[config.mk]
export PLATFORM = sky130hd
export DESIGN_NAME = approx_mult_scheduler
export DESIGN_NICKNAME = d
export VERILOG_FILES = /design/src/rtl/approx_mult_scheduler.sv
export SDC_FILE = /design/constraint.sdc
export NUM_CORES = 1
export LEC_CHECK = 0
export BUFFER_PORTS_ARGS = -buffer_cell sky130_fd_sc_hd__buf_2
export CORE_ASPECT_RATIO = 0.6
export CORE_UTILIZATION = 39
export DETAILED_ROUTE_END_ITERATION = 8
export GPL_TIMING_DRIVEN = 0
export HOLD_SLACK_MARGIN = 0.03
export PLACE_DENSITY = 0.78
export SLEW_MARGIN = 20
export SYNTH_ARGS = -nofsm -noshare
export SYNTH_HDL_FRONTEND = slang
export SYNTH_SLANG_ARGS = --single-unit
[constraint.sdc]
create_clock -name clk -period 1.5 [get_ports clk]
set_input_delay 0.3 -clock clk [delete_from_list [all_inputs] [get_ports clk]]
set_output_delay 0.3 -clock clk [all_outputs]
set_load 0.1 [all_outputs]
[src/rtl/approx_mult_scheduler.sv]
// Round-robin scheduler sharing one combinational approximate multiplier between
// requesters A and B; one transaction in flight, result returned on valid/ready.
module approx_mult_scheduler #(
   parameter int WIDTH  = 8,
   parameter int SETTLE = 1
) (
   input  logic               clk,
   input  logic               rst,
   input  logic               a_valid,
   output logic               a_ready,
   input  logic [WIDTH-1:0]   a_in1,
   input  logic [WIDTH-1:0]   a_in2,
   input  logic               a_mask,
   input  logic               b_valid,
   output logic               b_ready,
   input  logic [WIDTH-1:0]   b_in1,
   input  logic [WIDTH-1:0]   b_in2,
   input  logic               b_mask,
   output logic [WIDTH-1:0]   mul_in1,
   output logic [WIDTH-1:0]   mul_in2,
   output logic               mul_mask,
   input  logic [2*WIDTH-1:0] mul_out,
   output logic               resp_valid,
   input  logic               resp_ready,
   output logic [2*WIDTH-1:0] resp_data,
   output logic               resp_id,
   output logic               busy
);

   localparam int CW = (SETTLE > 1) ? $clog2(SETTLE) : 1;

   typedef enum logic [1:0] {IDLE, CALC, RESP} state_t;

   state_t          state, state_nxt;
   logic [CW-1:0]   cnt;
   logic            last_grant;   // 1 = B was served last
   logic            grant_a, grant_b, hs;

   always_comb begin
      grant_a = a_valid && (!b_valid || last_grant);
      grant_b = b_valid && (!a_valid || !last_grant);
   end

   // Readies are gated by rst so a handshake can never coincide with reset.
   assign a_ready = (state == IDLE) && grant_a && !rst;
   assign b_ready = (state == IDLE) && grant_b && !rst;
   assign hs      = (a_valid && a_ready) || (b_valid && b_ready);
   assign busy    = (state != IDLE);

   always_ff @(posedge clk) begin
      if (rst) state <= IDLE;
      else     state <= state_nxt;
   end

   always_comb begin
      state_nxt = state;
      case (state)
         IDLE:    if (hs) state_nxt = CALC;
         CALC:    if (cnt == '0) state_nxt = RESP;
         RESP:    if (resp_ready) state_nxt = IDLE;
         default: state_nxt = IDLE;
      endcase
   end

   always_ff @(posedge clk) begin
      if (rst) begin
         mul_in1    <= '0;
         mul_in2    <= '0;
         mul_mask   <= 1'b0;
         resp_valid <= 1'b0;
         resp_data  <= '0;
         resp_id    <= 1'b0;
         last_grant <= 1'b1;
         cnt        <= '0;
      end else begin
         case (state)
            IDLE: if (hs) begin
               mul_in1    <= grant_b ? b_in1  : a_in1;
               mul_in2    <= grant_b ? b_in2  : a_in2;
               mul_mask   <= grant_b ? b_mask : a_mask;
               resp_id    <= grant_b;
               last_grant <= grant_b;
               cnt        <= CW'(SETTLE - 1);
            end
            CALC: begin
               if (cnt == '0) begin
                  resp_data  <= mul_out;
                  resp_valid <= 1'b1;
               end else begin
                  cnt <= cnt - 1'b1;
               end
            end
            RESP: if (resp_ready) resp_valid <= 1'b0;
            default: ;
         endcase
      end
   end

endmodule

# Yosys cells after proc, flatten, opt, wreduce, memory -nomap -nowiden
# Index checks and enable logic that the tools add are counted.
# op_classes
addsub	1
eq_ne	5
mux	13
bitwise_logic	1
n_reduce_logical	24
# op_table
cell	n
8-bit 2-to-1 mux	2
1-bit logical AND	8
2-bit 2-to-1 mux	3
2-bit inequality test, second input constant	3
2-bit one-hot mux with 3 select lines	1
2-bit AND reduction	3
3-bit AND reduction	2
2-bit nonzero test	3
1-bit 2-to-1 mux	5
1-bit logical NOT	4
1-bit one-hot mux with 2 select lines	2
1-bit logical OR	3
2-bit by 1-bit == test with 1-bit output, second input constant	1
2-bit == test, second input constant	1
2-bit logical NOT	1
1-bit inverter	1
1-bit subtractor, second input constant	1
# word_totals
ff_bits	39
output_inout_bits	38
word_cells	53

# Longest topological paths before layout
# Gate-level depths: netlist (run 1).
# logic_depth
depth_word	9
mapped_depth	5
mapped_depth_nobuf	3

# Worst setup path before layout (run 1)
# No wires, ideal clock.
# synth_timing
path_kind	reg2out
from	register state[0]
to	output a_ready
t_arrival_ns	2.958
t_required_ns	1.200
setup_slack_ns	-1.758
path_stages_with_launch	4
path_cell_list	dfxtp_1 > or3b_1 > buf_2 > nor3_1
# synth_between
elab_chain_cells	3
# synth_lines
item	line	rtl
start: declaration	34	state_t state, state_nxt;
start signal: assignment	52	else state <= state_nxt;
2-bit logical NOT	45	assign a_ready = (state == IDLE) && grant_a && !rst;
1-bit logical AND (2 in a row)	45	
end: declaration	10	output logic a_ready,
# No other way between the ends.

# Worst setup path after layout (run 1)
# layout_timing
from	register state[0]
to	output b_ready
# layout_between
elab_chain_cells	3
# layout_lines
item	line	rtl
2-bit logical NOT	46	assign b_ready = (state == IDLE) && grant_b && !rst;
1-bit logical AND (2 in a row)	46	
end: declaration	15	output logic b_ready,
# No other way between the ends.

==> results of run 1 <==
## cell usage in the layout, fill, tap and decap left out
cell type    n
nor3_4       1
clkbuf_2     1
or3b_4       1
a21oi_2      1
clkbuf_4     1
nor2_4       2
buf_6        3
and2_1       1
or2_2        1
nand2b_1     1
buf_2       97
a211o_1      1
clkinv_2     1
or3b_2       1
clkbuf_8     6
dfxtp_1     35
nor3_2      13
nor4_1      17
nand2_1     35
nor3_1      22
or2_4        1
clkinvlp_4   1
buf_12       3
buf_4        3
a21oi_1     35
dfxtp_2      1
clkbuf_1     5
dfxtp_4      2
nor2b_1      3
or3b_1       1
nor2_1       2
## stage by stage
| stage | setup TNS (ns) | power (mW) | cells |
|---|---|---|---|
| finish | -0.934 | 3.18 | 345 |
| global route | -1.30 | 3.33 | 345 |
| CTS | -1.46 | 3.19 | 346 |
| detailed placement | -0.943 | 2.45 | 335 |
| global placement | -0.933 | 2.44 | 335 |
| floorplan | -0.820 | 2.21 | 197 |
## worst paths after layout
path	from	to	slack [ns]	depth (start not counted)
max	state[0]$_SDFFE_PP0P_	b_ready	-0.45	4
min	mul_out[1]	resp_data[1]$_SDFFE_PP0P_	0.25	3
max reg2reg	state[0]$_SDFFE_PP0P_	mul_in2[6]$_SDFFE_PP0P_	0.03	5
min reg2reg	resp_data[1]$_SDFFE_PP0P_	resp_data[1]$_SDFFE_PP0P_	0.45	2
## tightest hold or removal path: stages
cell and delay [ns]:
buf_2 0.10, nand2_1 0.04, a21oi_1 0.05
## power groups by stage
stage / clock [mW] / sequential (mW) / combinational [mW]
6_report: 0.708 / 1.17 / 1.31
5_1_grt: 0.786 / 1.18 / 1.37
4_1_cts: 0.729 / 1.16 / 1.30
3_5_place_dp: 0 / 1.19 / 1.27
3_3_place_gp: 0 / 1.18 / 1.26
2_1_floorplan: 0 / 1.84 / 0.371
## flip-flops by register name, indices dropped and copies added (netlist names)
signal	count
resp_data	16
mul_in1	8
mul_in2	8
state	2
last_grant	1
mul_mask	1
resp_id	1
resp_valid	1
## what timing repair did
item | in CTS | in global routing
pin swaps | 1 | 4
setup buffers | 3 | 0
gates resized for setup | 12 | 13
hold endpoints to repair | 0 | 0
hold buffers | 0 | 0
endpoints found under the setup margin | 4 | 14
## cell families (layout without fill, tap and decap cells)
group / after synthesis / after routing
flip-flops: 38 / 38
AO/OA/AOI/OAI: 37 / 37
buffers and inverters: 20 / 121
AND/OR/NAND/NOR: 102 / 102
## per-layer routing
metal / vias to the layer above / share of wire (%) / GRT usage (%)
met5: - / 0 / 0
met4: 0 / 0.15 / 5.08
met3: 2 / 7.9 / 6.67
met2: 74 / 43 / 32.1
met1: 773 / 48 / 28.7
li1: 886 / - / -
## layout make-up
type                       count  area (sq um)
fill                         361          1480
multi-input combinational    139           792
sequential                    38           769
timing repair buffer          94           514
buffer                        18           115
clock buffer                   7          86.3
tap                           47          58.8
inverter                       1          7.51
clock inverter                 1          5.00
==> impl_results.md, run 1 <==
- Cell type with the largest total area after synthesis: dfxtp_1
- Vias in the first global route: 1534
- CP bufs+invs: 1
- Grt ovf: 0
- Initial antenna violation count: 0
- TritonCTS Sinks: 38
- Setup crit start kind: register
- Period utilization: 130%
- RSZ-0062 raised after global routing: yes
- Ant. Diodes: 0
- Clock Pin Slew Worst Setup and Hold Paths: 0.07 ns
- CORE AREA: 3830 sq um
- Wire per inst: 13.1 um
- Run status: finished with violations
- Final Core Density: 61.3%
- Max stage delay cell, worst path: or3b_4
- Failing checks: negative setup slack
- Mux share of post-synthesis cell area: 0%
- CP Data Required Time: 1.20 ns
- Area contributors post-synth: dfxtp_1 (47%), a21oi_1 (11%), nand2_1 (8.1%)
- Final wirelength: 4.52 mm
- Cell Rows: 17
- Design area: 2350 sq um
- Via density: 5.03
- Root Driver: clkbuf_8
- Nature of the critical path endpoint: primary output
- Yosys cell types: 22
- Via count: 1735
- Initial DRC Count: 46
- Top FF cell, synth: dfxtp_1
- First-pass GRT wire length: 7.06 mm
- Skew final: 0.00524 ns
- Switching fraction of total power: 44.1%
- Area of the die: 4420 sq um
- Adder-cell share of the synthesized area: 0%
- Pleak: 1.04 nW
- Worst setup path category: register to primary output
- PortBufs: 91
- Pint: 1.78 mW
- DP Worst Slack: -0.472 ns
- Io pins: 93
- Area after DPL: 2160 sq um
- Fin nets: 352
- Routed Antenna Nets: 0
- Register share of total power: 36.6%
- Share of cells above drive strength 1: 47.0%
- Final RePlAce weighted congestion: 0.812
- Worst-Skew Late Latency: 0.28 ns
- P_sw: 1.40 mW
- H-Tree Depth: 2
- Max-cap check violation count: 0
- VDD IR max: 0.000771 V
- Worst-Margin Slew: 0.555 ns
- Clock Path Buffers: 2
- Post-synth EDFFs: 0
- Initial Utilization: 42.3%
- Worst path top cell family by delay: simple AND/OR/NAND/NOR gates
- Worst hold path type: input port to register
- Sequential fraction of the synthesis area: 47.0%
- Max frequency: 0.513 GHz
- Area share of the largest cell type after synthesis: 47.0%
- Async set-reset flop share out of synthesis: 0%
- Max incr delay on CP: 0.40 ns
- Syn nets: 252
- Final worst setup slack: -0.451 ns
- Pwr dens: 1360 nW/um^2
- TritonCTS clock tree: done
- Synthesized area: 1620 sq um
- Largest family of logic cells by synthesized area: simple AND/OR/NAND/NOR gates
- DRC Markers: 0
- Final Hold Fails: 0
- Slew headroom: 63.0%
- Die height: 51.9 um
- Count leader, synth: dfxtp_1
- GRT Total Usage: 20.9%
- Final setup fails: 3
- Fin Hold WS: 0.253 ns
- Syn Area/Cell: 8.22 sq um
- Post-DP HPWL: 3.31 mm
- Cell count after synthesis: 197
- Ys Warns: 0
- Complex-gate fraction of the synthesized area: 11.9%
- Arrival time at the worst endpoint: 1.65 ns
- Pin count of the biggest net entering global routing: 12
- Final min period: 1.95 ns
- Drt first pass iters: 4
- FF+latch count, synth: 38
- Max-slew violations: 0
- Simple-Gate Fraction of Synth Area: 34.5%
- Clk network pwr share: 22.2%
- Worst-path fanout max: 7
- DIE WIDTH: 85.2 um
- CP Cell Sequence: or3b_4, or2_4, nor2_4, buf_12
- Gate power share: 41.1%
- Area grow syn2layout: 45.1%
- Top cells by count, synth: dfxtp_1 (38), a21oi_1 (35), nand2_1 (35)
- TritonCTS Buffers: 5
- XOR/XNOR share of the synthesized area: 0%
Note: power is estimated with default switching activity, not from simulation.
==> run 2: changes to the inputs <==
CORE_MARGIN = 10   (was not set)
REMOVE_ABC_BUFFERS = 1   (was not set)
SKIP_CTS_REPAIR_TIMING = 1   (was not set)
==> run 2 against run 1 <==
The run still ends with negative setup slack left; sequential share of layout area up 0.55 points; non-clock buffer count down 11; combinational power about the same; clock power up 1%; largest cell class unchanged; first-iteration DRC count up 6.5%; fmax up 2.1%; hold slack worse by 0.0057 ns; die area up 63%; critical endpoint unchanged; cell count down 2.0%; core utilization down 4.6 points; worst setup slack better by 0.040 ns; global-route usage down 7.3 points.
==> impl_results.md, run 2 (synthesis results as in run 1) <==
- Run status: finished with violations
- Failing checks: negative setup slack
- Worst setup path category: register to primary output
- Io pins: 93
- TritonCTS Buffers: 5
- Worst-Margin Slew: 0.788 ns
- Period utilization: 127%
- Final RePlAce weighted congestion: 0.694
- H-Tree Depth: 2
- Max frequency: 0.523 GHz
- Max incr delay on CP: 0.40 ns
- Setup crit start kind: register
- Commonest non-fill, non-tap cell in the layout: buf_2
- Vias in the first global route: 1674
- Grt ovf: 0
- Final Hold Fails: 0
- Final wirelength: 5.43 mm
- Worst-Skew Late Latency: 0.28 ns
- DRC Markers: 0
- Area after DPL: 2040 sq um
- Worst r2r path cells: 3
- Area of the die: 7210 sq um
- Pwr dens: 1390 nW/um^2
- GRT busiest layer: met2
- Max-cap check violation count: 0
- Arrival time at the worst endpoint: 1.61 ns
- Dpl cells: 320
- Pin count of the biggest net entering global routing: 41
- Root Driver: clkbuf_8
- CP Cell Sequence: or3b_4, or2_4, nor2_4, buf_12
- Pleak: 1.02 nW
- Non-Filler Instances: 338
- Drt first pass iters: 4
- Met2 GRT Util: 22.1%
- Wire per inst: 16.1 um
- TritonCTS clock tree: done
- Initial DRC Count: 49
- Nature of the critical path endpoint: primary output
- Initial antenna violation count: 0
- Filler instances: 396
- Die height: 69.9 um
- Final worst setup slack: -0.411 ns
- RSZ-0062 raised after global routing: yes
- DIE WIDTH: 103 um
- Worst hold path type: input port to register
- Met1 Usage GRT: 16.2%
- Skew final: 0.00165 ns
- Worst path top cell family by delay: simple AND/OR/NAND/NOR gates
- Hold depth: 3
- GRT Total Usage: 13.6%
- Routed Antenna Nets: 0
- Final Core Density: 56.7%
- Most frequent cells in the layout: buf_2 (89), dfxtp_1 (36), nand2_1 (35), a21oi_1 (35), nor3_1 (23)
- Biggest register: resp_data
- PortBufs: 92
- Ant. Diodes: 0
- CORE AREA: 4050 sq um
- Worst-path fanout max: 8
- Max-slew violations: 0
- VDD IR max: 0.000667 V
- CP Data Required Time: 1.20 ns
- Top flop regs: resp_data (16), mul_in1 (8), mul_in2 (8)
- Fin Hold WS: 0.247 ns
- Area grow syn2layout: 42.0%
- Share of cells above drive strength 1: 47.6%
- Crit path depth: 4
- Post-DP HPWL: 3.69 mm
- Final Power: 3.19 mW
- Via density: 5.04
- Initial Utilization: 39.9%
- Clock Pin Slew Worst Setup and Hold Paths: 0.07 ns
- Max stage delay cell, worst path: or3b_4
- CP bufs+invs: 1
- Design area: 2300 sq um
- Max FFs per register: 16
- First-pass GRT wire length: 8.05 mm
- Final min period: 1.91 ns
- Via count: 1705
- M3 GR Usage: 5.60%
- Cell Rows: 18
- Final setup fails: 3
- Fin nets: 342
- TritonCTS Sinks: 38
- Clock Path Buffers: 2
- Slew headroom: 47.4%
run 2: final timing paths:
kind	from	endpoint	slack, ns
max	state[1]$_SDFFE_PP0P_	b_ready	-0.41
min	mul_out[8]	resp_data[8]$_SDFFE_PP0P_	0.25
max reg2reg	state[1]$_SDFFE_PP0P_	mul_in2[3]$_SDFFE_PP0P_	0.03
min reg2reg	resp_data[0]$_SDFFE_PP0P_	resp_data[0]$_SDFFE_PP0P_	0.45
run 2: where the power goes:
group          switching (mW)  internal (mW)  total (mW)
Clock                   0.347          0.369       0.716
Sequential             0.0574           1.11        1.17
Combinational            1.02          0.292        1.31
Total                    1.42           1.77        3.19
run 2: routing by layer:
metal  wire (um)  vias up
li1            -      868
met1        2330      776
met2        2630       59
met3         429        2
met4          29        0
met5           0        -
run 2: worst reg2reg max path, stage by stage (launching register included):
cell and delay, ns:
dfxtp_4 0.37, or3b_2 0.62, nor3_1 0.25, nor4_1 0.08
run 2: layout make-up:
class,instances,area (sq um),share of cell area (%)
timing repair buffer,101,567,24.7
clock inverter,2,12.5,0.544
inverter,1,3.75,0.163
tap,50,62.6,2.72
sequential,38,766,33.3
clock buffer,6,82.6,3.59
multi-input combinational,140,805,35.0
run 2: through the flow:
stage	worst slack [ns]	setup TNS, ns
finish	-0.411	-0.775
global placement	-0.845	-9.95
CTS	-1.16	-8.46
floorplan	-1.86	-3.34
global route	-0.446	-1.04
detailed placement	-0.851	-7.28
